## src/rtl/adat_frame_writer.sv

```systemverilog
// rtl/adat_frame_writer.sv - writes 8-channel 24-bit ADAT sample frames bit-serially into a circular frame RAM
//
// Purpose:
//   Accepts one 24-bit sample at a time, tracks its channel position within an
//   8-channel frame and writes it MSB-first into the frame slot W of a circular
//   bit-wide RAM, one bit per cycle. A frame slot is published through
//   last_good_frame_idx_o only once all 8 channels have been written. If slot W
//   is still being read when a new frame starts, the whole frame is discarded.
//
// Ports:
//   clk_i                 sole clock, rising edge
//   rst_i                 synchronous active-high reset
//   sample_i              24-bit audio sample, MSB = bit 23
//   sample_valid_i        sample_i is valid
//   sample_first_i        sample_i is channel 0 of a frame
//   sample_ready_o        block accepts a sample this cycle
//   reader_frame_i        frame slot the encoder is currently reading
//   ram_write_addr_o      {frame, channel[2:0], bit_idx[4:0]}
//   ram_write_data_o      RAM write bit
//   ram_write_en_o        RAM write strobe
//   last_good_frame_idx_o newest fully written frame slot
//   frame_dropped_o       one-cycle pulse, frame discarded because the buffer is full
//   sync_error_o          one-cycle pulse, channel framing error
//   overflow_count_o      saturating count of drop/sync pulses
//                         (only with ADAT_WRITER_OVERFLOW_CNT_EN defined)

module adat_frame_writer #(
  parameter int CIRC_BUF_BITS = 3
) (
  input  logic                       clk_i,
  input  logic                       rst_i,
  input  logic [23:0]                sample_i,
  input  logic                       sample_valid_i,
  input  logic                       sample_first_i,
  output logic                       sample_ready_o,
  input  logic [CIRC_BUF_BITS-1:0]   reader_frame_i,
  output logic [CIRC_BUF_BITS+7:0]   ram_write_addr_o,
  output logic                       ram_write_data_o,
  output logic                       ram_write_en_o,
  output logic [CIRC_BUF_BITS-1:0]   last_good_frame_idx_o,
  output logic                       frame_dropped_o,
`ifdef ADAT_WRITER_OVERFLOW_CNT_EN
  output logic [7:0]                 overflow_count_o,
`endif
  output logic                       sync_error_o
);

  typedef enum logic [1:0] {
    StIdle    = 2'd0,
    StShift   = 2'd1,
    StDiscard = 2'd2
  } state_e;

  state_e                     state_q, state_d;
  logic [2:0]                 ch_q, ch_d;
  logic [CIRC_BUF_BITS-1:0]   w_q, w_d;
  logic [CIRC_BUF_BITS-1:0]   lg_q, lg_d;
  logic [4:0]                 k_q, k_d;
  logic [23:0]                shreg_q, shreg_d;
  logic [CIRC_BUF_BITS+7:0]   addr_q, addr_d;
  logic                       data_q, data_d;
  logic                       we_q, we_d;
  logic                       drop_q, drop_d;
  logic                       sync_q, sync_d;
  logic                       discard_q, discard_d;

  always_comb begin
    state_d   = state_q;
    ch_d      = ch_q;
    w_d       = w_q;
    lg_d      = lg_q;
    k_d       = k_q;
    shreg_d   = shreg_q;
    addr_d    = addr_q;
    data_d    = data_q;
    we_d      = 1'b0;
    drop_d    = 1'b0;
    sync_d    = 1'b0;
    discard_d = discard_q;

    case (state_q)
      StIdle: begin
        if (sample_valid_i) begin
          if (sample_first_i) begin
            // A frame start always restarts channel 0 of slot W; any partial
            // frame is abandoned and the buffer-full check is redone here only.
            sync_d = (ch_q != 3'd0);
            if (w_q == reader_frame_i) begin
              discard_d = 1'b1;
              ch_d      = 3'd1;
              state_d   = StDiscard;
            end else begin
              discard_d = 1'b0;
              ch_d      = 3'd0;
              state_d   = StShift;
              we_d      = 1'b1;
              k_d       = 5'd0;
              addr_d    = {w_q, 3'd0, 5'd0};
              data_d    = sample_i[23];
              shreg_d   = {sample_i[22:0], 1'b0};
            end
          end else if (ch_q == 3'd0) begin
            // Stray sample where a frame start was expected: drop it.
            sync_d = 1'b1;
          end else if (discard_q) begin
            state_d = StDiscard;
            if (ch_q == 3'd7) begin
              drop_d    = 1'b1;
              discard_d = 1'b0;
              ch_d      = 3'd0;
            end else begin
              ch_d = ch_q + 3'd1;
            end
          end else begin
            state_d = StShift;
            we_d    = 1'b1;
            k_d     = 5'd0;
            addr_d  = {w_q, ch_q, 5'd0};
            data_d  = sample_i[23];
            shreg_d = {sample_i[22:0], 1'b0};
          end
        end
      end

      StShift: begin
        // k_q is the bit index currently presented on the RAM port.
        if (k_q == 5'd23) begin
          state_d = StIdle;
          if (ch_q == 3'd7) begin
            lg_d = w_q;
            w_d  = w_q + CIRC_BUF_BITS'(1);
            ch_d = 3'd0;
          end else begin
            ch_d = ch_q + 3'd1;
          end
        end else begin
          we_d    = 1'b1;
          k_d     = k_q + 5'd1;
          addr_d  = {w_q, ch_q, k_q + 5'd1};
          data_d  = shreg_q[23];
          shreg_d = {shreg_q[22:0], 1'b0};
        end
      end

      StDiscard: begin
        state_d = StIdle;
      end

      default: begin
        state_d = StIdle;
      end
    endcase
  end

`ifdef ADAT_WRITER_OVERFLOW_CNT_EN
  logic [7:0] ovf_q, ovf_d;
  logic [8:0] ovf_sum;

  always_comb begin
    ovf_sum = {1'b0, ovf_q} + 9'(drop_d) + 9'(sync_d);
    ovf_d   = (ovf_sum > 9'd255) ? 8'hFF : ovf_sum[7:0];
  end

  always_ff @(posedge clk_i) begin
    if (rst_i) begin
      ovf_q <= 8'd0;
    end else begin
      ovf_q <= ovf_d;
    end
  end

  assign overflow_count_o = ovf_q;
`endif

  always_ff @(posedge clk_i) begin
    if (rst_i) begin
      state_q   <= StIdle;
      ch_q      <= 3'd0;
      w_q       <= CIRC_BUF_BITS'(1);
      lg_q      <= '0;
      k_q       <= 5'd0;
      shreg_q   <= 24'd0;
      addr_q    <= '0;
      data_q    <= 1'b0;
      we_q      <= 1'b0;
      drop_q    <= 1'b0;
      sync_q    <= 1'b0;
      discard_q <= 1'b0;
    end else begin
      state_q   <= state_d;
      ch_q      <= ch_d;
      w_q       <= w_d;
      lg_q      <= lg_d;
      k_q       <= k_d;
      shreg_q   <= shreg_d;
      addr_q    <= addr_d;
      data_q    <= data_d;
      we_q      <= we_d;
      drop_q    <= drop_d;
      sync_q    <= sync_d;
      discard_q <= discard_d;
    end
  end

  assign sample_ready_o        = (state_q == StIdle);
  assign ram_write_addr_o      = addr_q;
  assign ram_write_data_o      = data_q;
  assign ram_write_en_o        = we_q;
  assign last_good_frame_idx_o = lg_q;
  assign frame_dropped_o       = drop_q;
  assign sync_error_o          = sync_q;

endmodule

```

## config.mk

```make
export PLATFORM = sky130hd
export DESIGN_NAME = adat_frame_writer
export DESIGN_NICKNAME = d
export VERILOG_FILES = /design/src/rtl/adat_frame_writer.sv
export SDC_FILE = /design/constraint.sdc
export NUM_CORES = 1
export LEC_CHECK = 0
export ABC_CLOCK_PERIOD_IN_PS = 1750
export CAP_MARGIN = 20
export CORE_MARGIN = 2
export CORE_UTILIZATION = 45
export DETAILED_ROUTE_END_ITERATION = 7
export GPL_ROUTABILITY_DRIVEN = 0
export PLACE_DENSITY = 0.85
export SLEW_MARGIN = 30
export SYNTH_ARGS = -nofsm -noshare
export SYNTH_HDL_FRONTEND = slang
export SYNTH_SLANG_ARGS = --single-unit
export TNS_END_PERCENT = 30
```

## constraint.sdc

```tcl
create_clock -name clk_i -period 1.75 [get_ports clk_i]
set_input_delay 0.35 -clock clk_i [delete_from_list [all_inputs] [get_ports clk_i]]
set_output_delay 0.35 -clock clk_i [all_outputs]
set_load 0.02 [all_outputs]
```

# Word level (Yosys, flattened, before mapping)
# Index checks and enable logic that the tools add are counted.
[totals]
regBits = 56
latch_bits = 0
mem_bits_rw = 0
romBits = 0
in_bits = 31
out_inout_bits = 19
word_cells = 99
memories = 0
[classes]
addsub = 3
n_mul = 0
div = 0
magnitude_cmp = 0
n_eq_ne = 12
n_shift = 0
mux = 58
n_bitwise = 3
reduce_logical = 11
[ops]
columns = ["operator", "n"]
rows = [
  ["24-bit 2-to-1 mux", 6],
  ["11-bit 2-to-1 mux", 6],
  ["24-bit one-hot mux with 2 select lines", 1],
  ["5-bit 2-to-1 mux", 6],
  ["11-bit one-hot mux with 2 select lines", 1],
  ["1-bit 2-to-1 mux", 21],
  ["3-bit 2-to-1 mux", 6],
  ["2-bit 2-to-1 mux", 6],
  ["5-bit one-hot mux with 2 select lines", 1],
  ["3-bit != test, second input constant", 3],
  ["3-bit AND reduction", 3],
  ["2-bit != test, second input constant", 4],
  ["3-bit by 1-bit adder with 3-bit output, second input constant", 2],
  ["3-bit one-hot mux with 2 select lines", 1],
  ["6-bit AND reduction", 1],
  ["6-bit OR reduction", 1],
  ["5-bit by 1-bit adder with 5-bit output, second input constant", 1],
  ["5-bit == test, second input constant", 1],
  ["5-bit AND reduction", 1],
  ["1-bit one-hot mux with 2 select lines", 2],
  ["2-bit one-hot mux with 2 select lines", 1],
  ["3-bit == test", 1],
  ["3-bit == test, second input constant", 1],
  ["3-bit zero test", 1],
  ["7 further kinds", 9],
]

# Depth between registers and ports, before layout
# Gate-level depths: netlist (run 1).
[logic_depth]
depth_word = 7
depth_mapped = 10
mapped_depth_nobuf = 8

# Worst setup path before layout (run 1)
# Ideal clock, no wire load.
[synth_timing]
kind = "register to register"
start = "register k_q[0]"
end = "register addr_q[4], in the netlist ram_write_addr_o[4]"
setup_ns = 0.088
arrival_ns = 1.732
slack_ns = -0.071
path_stages_with_launch = 9
path_cell_list = "dfxtp_1 -> ha_1 -> and4b_1 -> buf_2 -> nor2_2 -> a41o_1 -> buf_6 -> buf_6 -> a311oi_2"
[synth_via]
elab_chain_cells = 3
word_cells_on_any_way = 6
[synth_lines]
columns = ["element", "line_no", "rtl"]
rows = [
  ["start, declared", "58", "logic [4:0] k_q, k_d;"],
  ["start signal, assigned", "194", "k_q <= k_d;"],
  ["5-bit by 1-bit adder with 5-bit output or 5-bit == test (tied branches)", "139, 127", ""],
  ["11-bit 2-to-1 mux or 2-bit != test (tied branches)", "n/a", ""],
  ["11-bit one-hot mux with 2 select lines or 6-bit AND reduction (tied branches)", "n/a", ""],
  ["end signal, assigned", "196", "addr_q <= addr_d;"],
  ["end, declared", "60", "logic [CIRC_BUF_BITS+7:0] addr_q, addr_d;"],
]
# Parallel ways exist; a longest one is shown, timed or not. The select of a mux whose other input is x is not followed.
# A chain may end at the register's enable or synchronous reset.

# Final worst setup path (run 1)
[layout_timing]
start = "register ch_q[1]"
end = "register shreg_q[10]"
[layout_via]
elab_chain_cells = 3
[layout_lines]
columns = ["element", "line_no", "rtl"]
rows = [
  ["start, declared", "55", "logic [2:0] ch_q, ch_d;"],
  ["start signal, assigned", "191", "ch_q <= ch_d;"],
  ["3-bit zero test", "102", "end else if (ch_q == 3'd0) begin"],
  ["3-bit != test (no line)", "n/a", ""],
  ["6-bit AND reduction (no line)", "n/a", ""],
  ["end signal, assigned", "195", "shreg_q <= shreg_d;"],
  ["end, declared", "59", "logic [23:0] shreg_q, shreg_d;"],
]
# Every way passes these cells.

==> results.cfg, run 1 <==
[outcome]
status = complete, but fails checks
failed_checks = setup timing

[routing]
ant_nets = 0
drc = 0
initialDrtViolationCount = 175
first_pass_iters = 5
via_count = 2217
finalWirelength_mm = 6.086
viasPerCell = 5.474
detail_route.wl_per_cell_um = 15.03

[setup_path]
max_stage_delay_ps = 340
worst-setup-path-type = register to register
worstSetupStartpoint = ch_q[1]
critPathSlowestCell = dfxtp_2
cp_max_fo = 5
reg2reg_from = ch_q[1]
crit_chain = inv_2, ha_4, nand2b_4, inv_4, o21ai_4, a41o_4, buf_12, clkbuf_16, nor2_1, a311oi_1
start_kind = register
crit_required_ps = 1970
cp-end-kind = register
cp.arrival_ps = 1980

[global_routing]
grt.total_usage = 0.2083
grt_pass1_vias = 1958
grt_util_met2 = 0.3402
met1_usage = 0.2734
busiest_layer = met2
antenna_found_initial = 0
grtUsageMet3 = 0.04552
grt_first_pass_wirelength_mm = 8.914
grt_max_degree = 51
overflow = 0

[die]
core_area_um2 = 4786
start_util = 0.4706
die_x_um = 74.75
dieHeight_um = 74.75
dieArea_um2 = 5587
pin_count = 50
num_rows = 25

[sta]
period_needed_ps = 1757
max_freq_ghz = 0.5691
finalCritPeriodShare = 1.004
worst_pin_slew_ps = 300.2
maxSlewHeadroom = 0.7993
skew_ps = 7.775
worst_slack_ps = -7.034
rsz0062_at_grt = true
final-hold-violation-count = 0
finalSetupViolCount = 1
drv_slew = 0

[synthesis]
synth_ff_type = dfxtp_1
yosys.area.top_type = dfxtp_1
netlist-cell-type-count = 37
ys_async_sr_fraction = 0
ys_ff_latch = 50
synth_nets = 306
synth_top_area_frac = 0.4444
synth.yosys.seq_area_share = 0.4444
syn_inst = 268
synth_warnings = 0
synth_most_common_cell = nand2_1
synthTopCellsByArea = dfxtp_1 (44%), nand2_1 (10%), a311oi_1 (8.2%), nor2_1 (6.5%), ha_1 (3.9%)
synth_area_um2 = 2252
synth-edff-count = 0
syn_avg_cell_area_um2 = 8.404
synth_commonest_cells = nand2_1 (62), dfxtp_1 (50), nor2_1 (39)

[worst_hold_path]
hold_class = register to register
worstHoldStart = ram_write_addr_o[7]

[clocking]
cts_htree_levels = 2
ctsHoldBuffers = 0
root_buffer = clkbuf_8
clkTransAtPathRegs_ps = 90
worstSkewPairLatency_ps = 310
cts_max_path_buffers = 2
clkSinkCount = 50
cts_made_buffers = 5
tritoncts = done

[power_and_ir_drop]
power_density_nw_per_um2 = 834.0
p_leak_nw = 1.352
ir_drop_mv = 0.5980

[cells_and_area]
fin_util = 0.6925
antenna_cells = 0
synthToLayoutAreaGrowth_pct = 47.17
drive_above_1_share = 0.2249
fin_nets = 375
fillCellCount = 353

[job]
drv_cap = 0

[placed_design]
pre_cts_ws_ps = -354.1
io_buffers = 49
dp_hpwl_mm = 3.527
-- sequential cells by signal, summed over array words and instances, names as in the netlist --
register / cells
discard_q: 1
last_good_frame_idx_o: 3
ram_write_addr_o: 7
w_q: 3
shreg_q: 23
k_q: 4
sync_error_o: 1
ram_write_en_o: 1
frame_dropped_o: 1
ch_q: 3
state_q: 2
ram_write_data_o: 1
-- layer usage --
metal / share of wire / wire length (µm) / up-vias
met2: 0.49 / 2991 / 64
met3: 0.044 / 270 / 16
met1: 0.44 / 2685 / 1062
met5: 0 / 0 / -
met4: 0.023 / 138 / 0
li1: - / - / 1075
-- cell usage in the layout (no fill, tap or decap), types with 4 or more instances in the layout --
cell type        instances
nand2_1                 62
dlymetal6s2s_1           6
ha_1                     5
a21oi_1                 14
dfxtp_1                 46
buf_4                   25
nand3_1                 11
nor3_1                   4
clkbuf_8                 5
clkdlybuf4s50_1         41
nor2_1                  38
a311oi_1                10
mux2i_1                  4
a311oi_2                15
-- worst max-delay path, delay by kind of cell (launching register included) --
kind                     cells  cell delay [ps]
flip-flops                   1              340
AND/OR/NAND/NOR              2              130
AO/OA/AOI/OAI                3              670
buffers and inverters        4              360
adder cells (fa/ha/maj)      1              160
-- layout make-up --
class	count	area [µm²]	share of cell area
Timing Repair Buffer	82	837.1	0.2525
Clock inverter	2	37.54	0.01133
Clock buffer	6	72.57	0.02190
Tap cell	67	83.83	0.02529
Multi-Input combinational cell	194	1255	0.3786
Inverter	4	17.52	0.005285
Sequential cell	50	1011	0.3050
-- cells by family after synthesis --
group / Yosys count / synth area share
AOI/OAI and AO/OA: 48 / 0.1672
xor gates and xnor gates: 5 / 0.01945
adders and majority gates: 7 / 0.03889
buffers and inverters: 24 / 0.06222
DFF: 50 / 0.4444
muxes: 4 / 0.01778
and+or+nand+nor: 130 / 0.2500
-- power breakdown --
group	internal, mW	total [mW]	leakage, nW	switching (mW)
registers	1.22	1.27	0.412	0.0484
logic	0.331	0.675	0.889	0.344
clock network	0.427	0.817	0.0514	0.391
total	1.98	2.76	1.35	0.783
-- per-stage QoR --
stage	total power [mW]	std cells	hold slack (ps)	instance area, µm²	setup TNS, ps
finish	2.764	405	453.9	3314	-7.034
global route	2.870	405	488.0	3314	-615.2
CTS	2.677	399	459.9	3159	-74.88
detailed placement	1.808	388	448.9	2908	-9140
global placement	1.790	388	439.6	2908	-7149
floorplan	1.625	268	432.1	2255	0
-- path summary, 6_finish.rpt --
kind / to / slack, ps / cells past startpoint
setup / recovery: shreg_q[10] / -7 / 10
hold / removal: ram_write_addr_o[7] / 450 / 2
setup reg to reg: shreg_q[10] / -7 / 10
hold reg to reg: ram_write_addr_o[7] / 450 / 2
-- what timing repair did --
action | CTS | global route
gates resized for setup | 16 | 26
cloned | 1 | 2
buffers inserted | 2 | 4
setup endpoints to repair | 24 | 33
pin swaps | 2 | 20
Note: power is estimated with default switching activity, not from simulation.
==> run 2: changes to the inputs <==
- CORE_UTILIZATION: 45 -> 40
- PLACE_DENSITY: 0.85 -> 0.78
==> run 2 against run 1 <==
Compared with the run above: maximum frequency decreased by 2.0%; routed wire length down 14%; critical path type is now input port to register; largest power group unchanged; worst hold slack improved by 3.5 ps; sequential power hardly changed; die area up 12%; register-to-register slack better by 50 ps; highest routed layer unchanged; the run still ends with setup timing left.
==> results.cfg, run 2 (synthesis results as in run 1) <==
[clocking]
clkSinkCount = 50
cts_max_path_buffers = 2
ctsHoldBuffers = 0
root_buffer = clkbuf_8
clkTransAtPathRegs_ps = 90
cts_htree_levels = 2
cts_made_buffers = 5
tritoncts = done
worstSkewPairLatency_ps = 300

[sta]
max_freq_ghz = 0.5580
finalCritPeriodShare = 1.024
worst_slack_ps = -42.23
finalSetupViolCount = 2
period_needed_ps = 1792
rsz0062_at_grt = true
drv_slew = 0
skew_ps = 8.823
timing.hold.ws_ps = 457.4
maxSlewHeadroom = 0.7341
final-hold-violation-count = 0
worst_pin_slew_ps = 397.3

[die]
dieHeight_um = 79.04
dieArea_um2 = 6247
pin_count = 50
die_x_um = 79.04
start_util = 0.4115
num_rows = 27
core_area_um2 = 5473

[setup_path]
critPathSlowestCell = clkdlybuf4s50_1
cp_max_fo = 12
path_common_cell = buf_4
crit_buf_inv = 3
crit_chain = clkdlybuf4s50_1, xnor2_2, nand4_2, buf_4, a41oi_1, buf_4, nor2_1, nor3_1
cp.arrival_ps = 2010
crit_required_ps = 1970
worst-setup-path-type = input port to register
cp-end-kind = register
cp_top_family = buffers and inverters
start_kind = input port
max_stage_delay_ps = 450

[routing]
initialDrtViolationCount = 102
first_pass_iters = 5
via_count = 2052
wl_met1_mm = 2.421
finalWirelength_mm = 5.256
drc = 0
viasPerCell = 5.130
wl_met2_mm = 2.566
wl_met3_um = 241
top_layer_used = met4
detail_route.wl_per_cell_um = 13.14
ant_nets = 0

[cells_and_area]
stdcell_area_um2 = 3089
regMostFlops = shreg_q
antenna_cells = 0
multi_input_comb_area_um2 = 1179
synthToLayoutAreaGrowth_pct = 37.17
final_cell_mix = nand2_1 (62), dfxtp_1 (47), clkdlybuf4s50_1 (43)
drive_above_1_share = 0.1616
regArea_um2 = 1007
fin_nets = 365
fillCellCount = 503
final_common_cell = nand2_1
largest_register_ffs = 23

[placed_design]
io_buffers = 49
dp_hpwl_mm = 3.455
dpl-instance-area_um2 = 2904
pre_cts_ws_ps = -316.6

[worst_hold_path]
hold_class = register to register

[global_routing]
overflow = 0
grt_pass1_vias = 1887
antenna_found_initial = 0
grt.total_usage = 0.1642
grt_first_pass_wirelength_mm = 8.231
grt_max_degree = 51

[job]
drv_cap = 0

[power_and_ir_drop]
finalPower_mw = 2.500
intPower_mw = 1.773
seq_power_share = 0.507
power_frac_comb = 0.218
p_sw_mw = 0.7270
p_leak_nw = 1.242
clockPowerShare = 0.274
p_sw_frac = 0.2908
ir_drop_mv = 0.4666
power_density_nw_per_um2 = 809.3

[outcome]
failed_checks = setup timing
status = complete, but fails checks
run 2: cell type report:
| type | count | area share |
|---|---|---|
| Inverter | 4 | 0.004860 |
| Clock buffer | 5 | 0.02228 |
| Timing Repair Buffer | 72 | 0.2280 |
| Sequential cell | 50 | 0.3260 |
| Clock inverter | 3 | 0.008100 |
| Multi-Input combinational cell | 194 | 0.3815 |
| Tap cell | 72 | 0.02916 |
run 2: final timing paths:
check,endpoint,slack (ps),depth (start not counted),start
setup / recovery,k_q[2],-40,8,reader_frame_i[0]
hold / removal,shreg_q[1],460,2,shreg_q[1]
setup reg to reg,k_q[2],40,7,w_q[2]
hold reg to reg,shreg_q[1],460,2,shreg_q[1]
run 2: tightest hold or removal path, stage by stage, from the launching register on:
cell	delay (ps)
dfxtp_1	320
nand2_1	50
a21oi_1	50
run 2: metal layers:
layer / GRT usage / vias up
met3: 0.04659 / 2
met2: 0.2686 / 55
met1: 0.2080 / 949
met5: 0 / -
li1: - / 1046
met4: 0.05517 / 0
run 2: power by group through the flow:
stage	Clock [mW]	Combinational, mW	Sequential (mW)
finish	0.686	0.546	1.27
global route	0.757	0.600	1.28
CTS	0.717	0.531	1.27
detailed placement	0	0.523	1.29
global placement	0	0.514	1.29
floorplan	0	0.323	1.30
run 2: through the flow:
step,util,std cells,TNS (ps)
after floorplan,-,268,0
after global placement,0.5306,390,-6369
after global routing,0.5645,400,-1421
after detailed placement,0.5306,390,-9346
final,0.5645,400,-43.10
after CTS,0.5519,399,0
run 2: timing repair:
action                     in CTS  in global routing
cloned                          0                  0
buffers inserted                1                  1
setup endpoints to repair      25                 37
resized for setup               6                 11
pin swaps                       4                  9
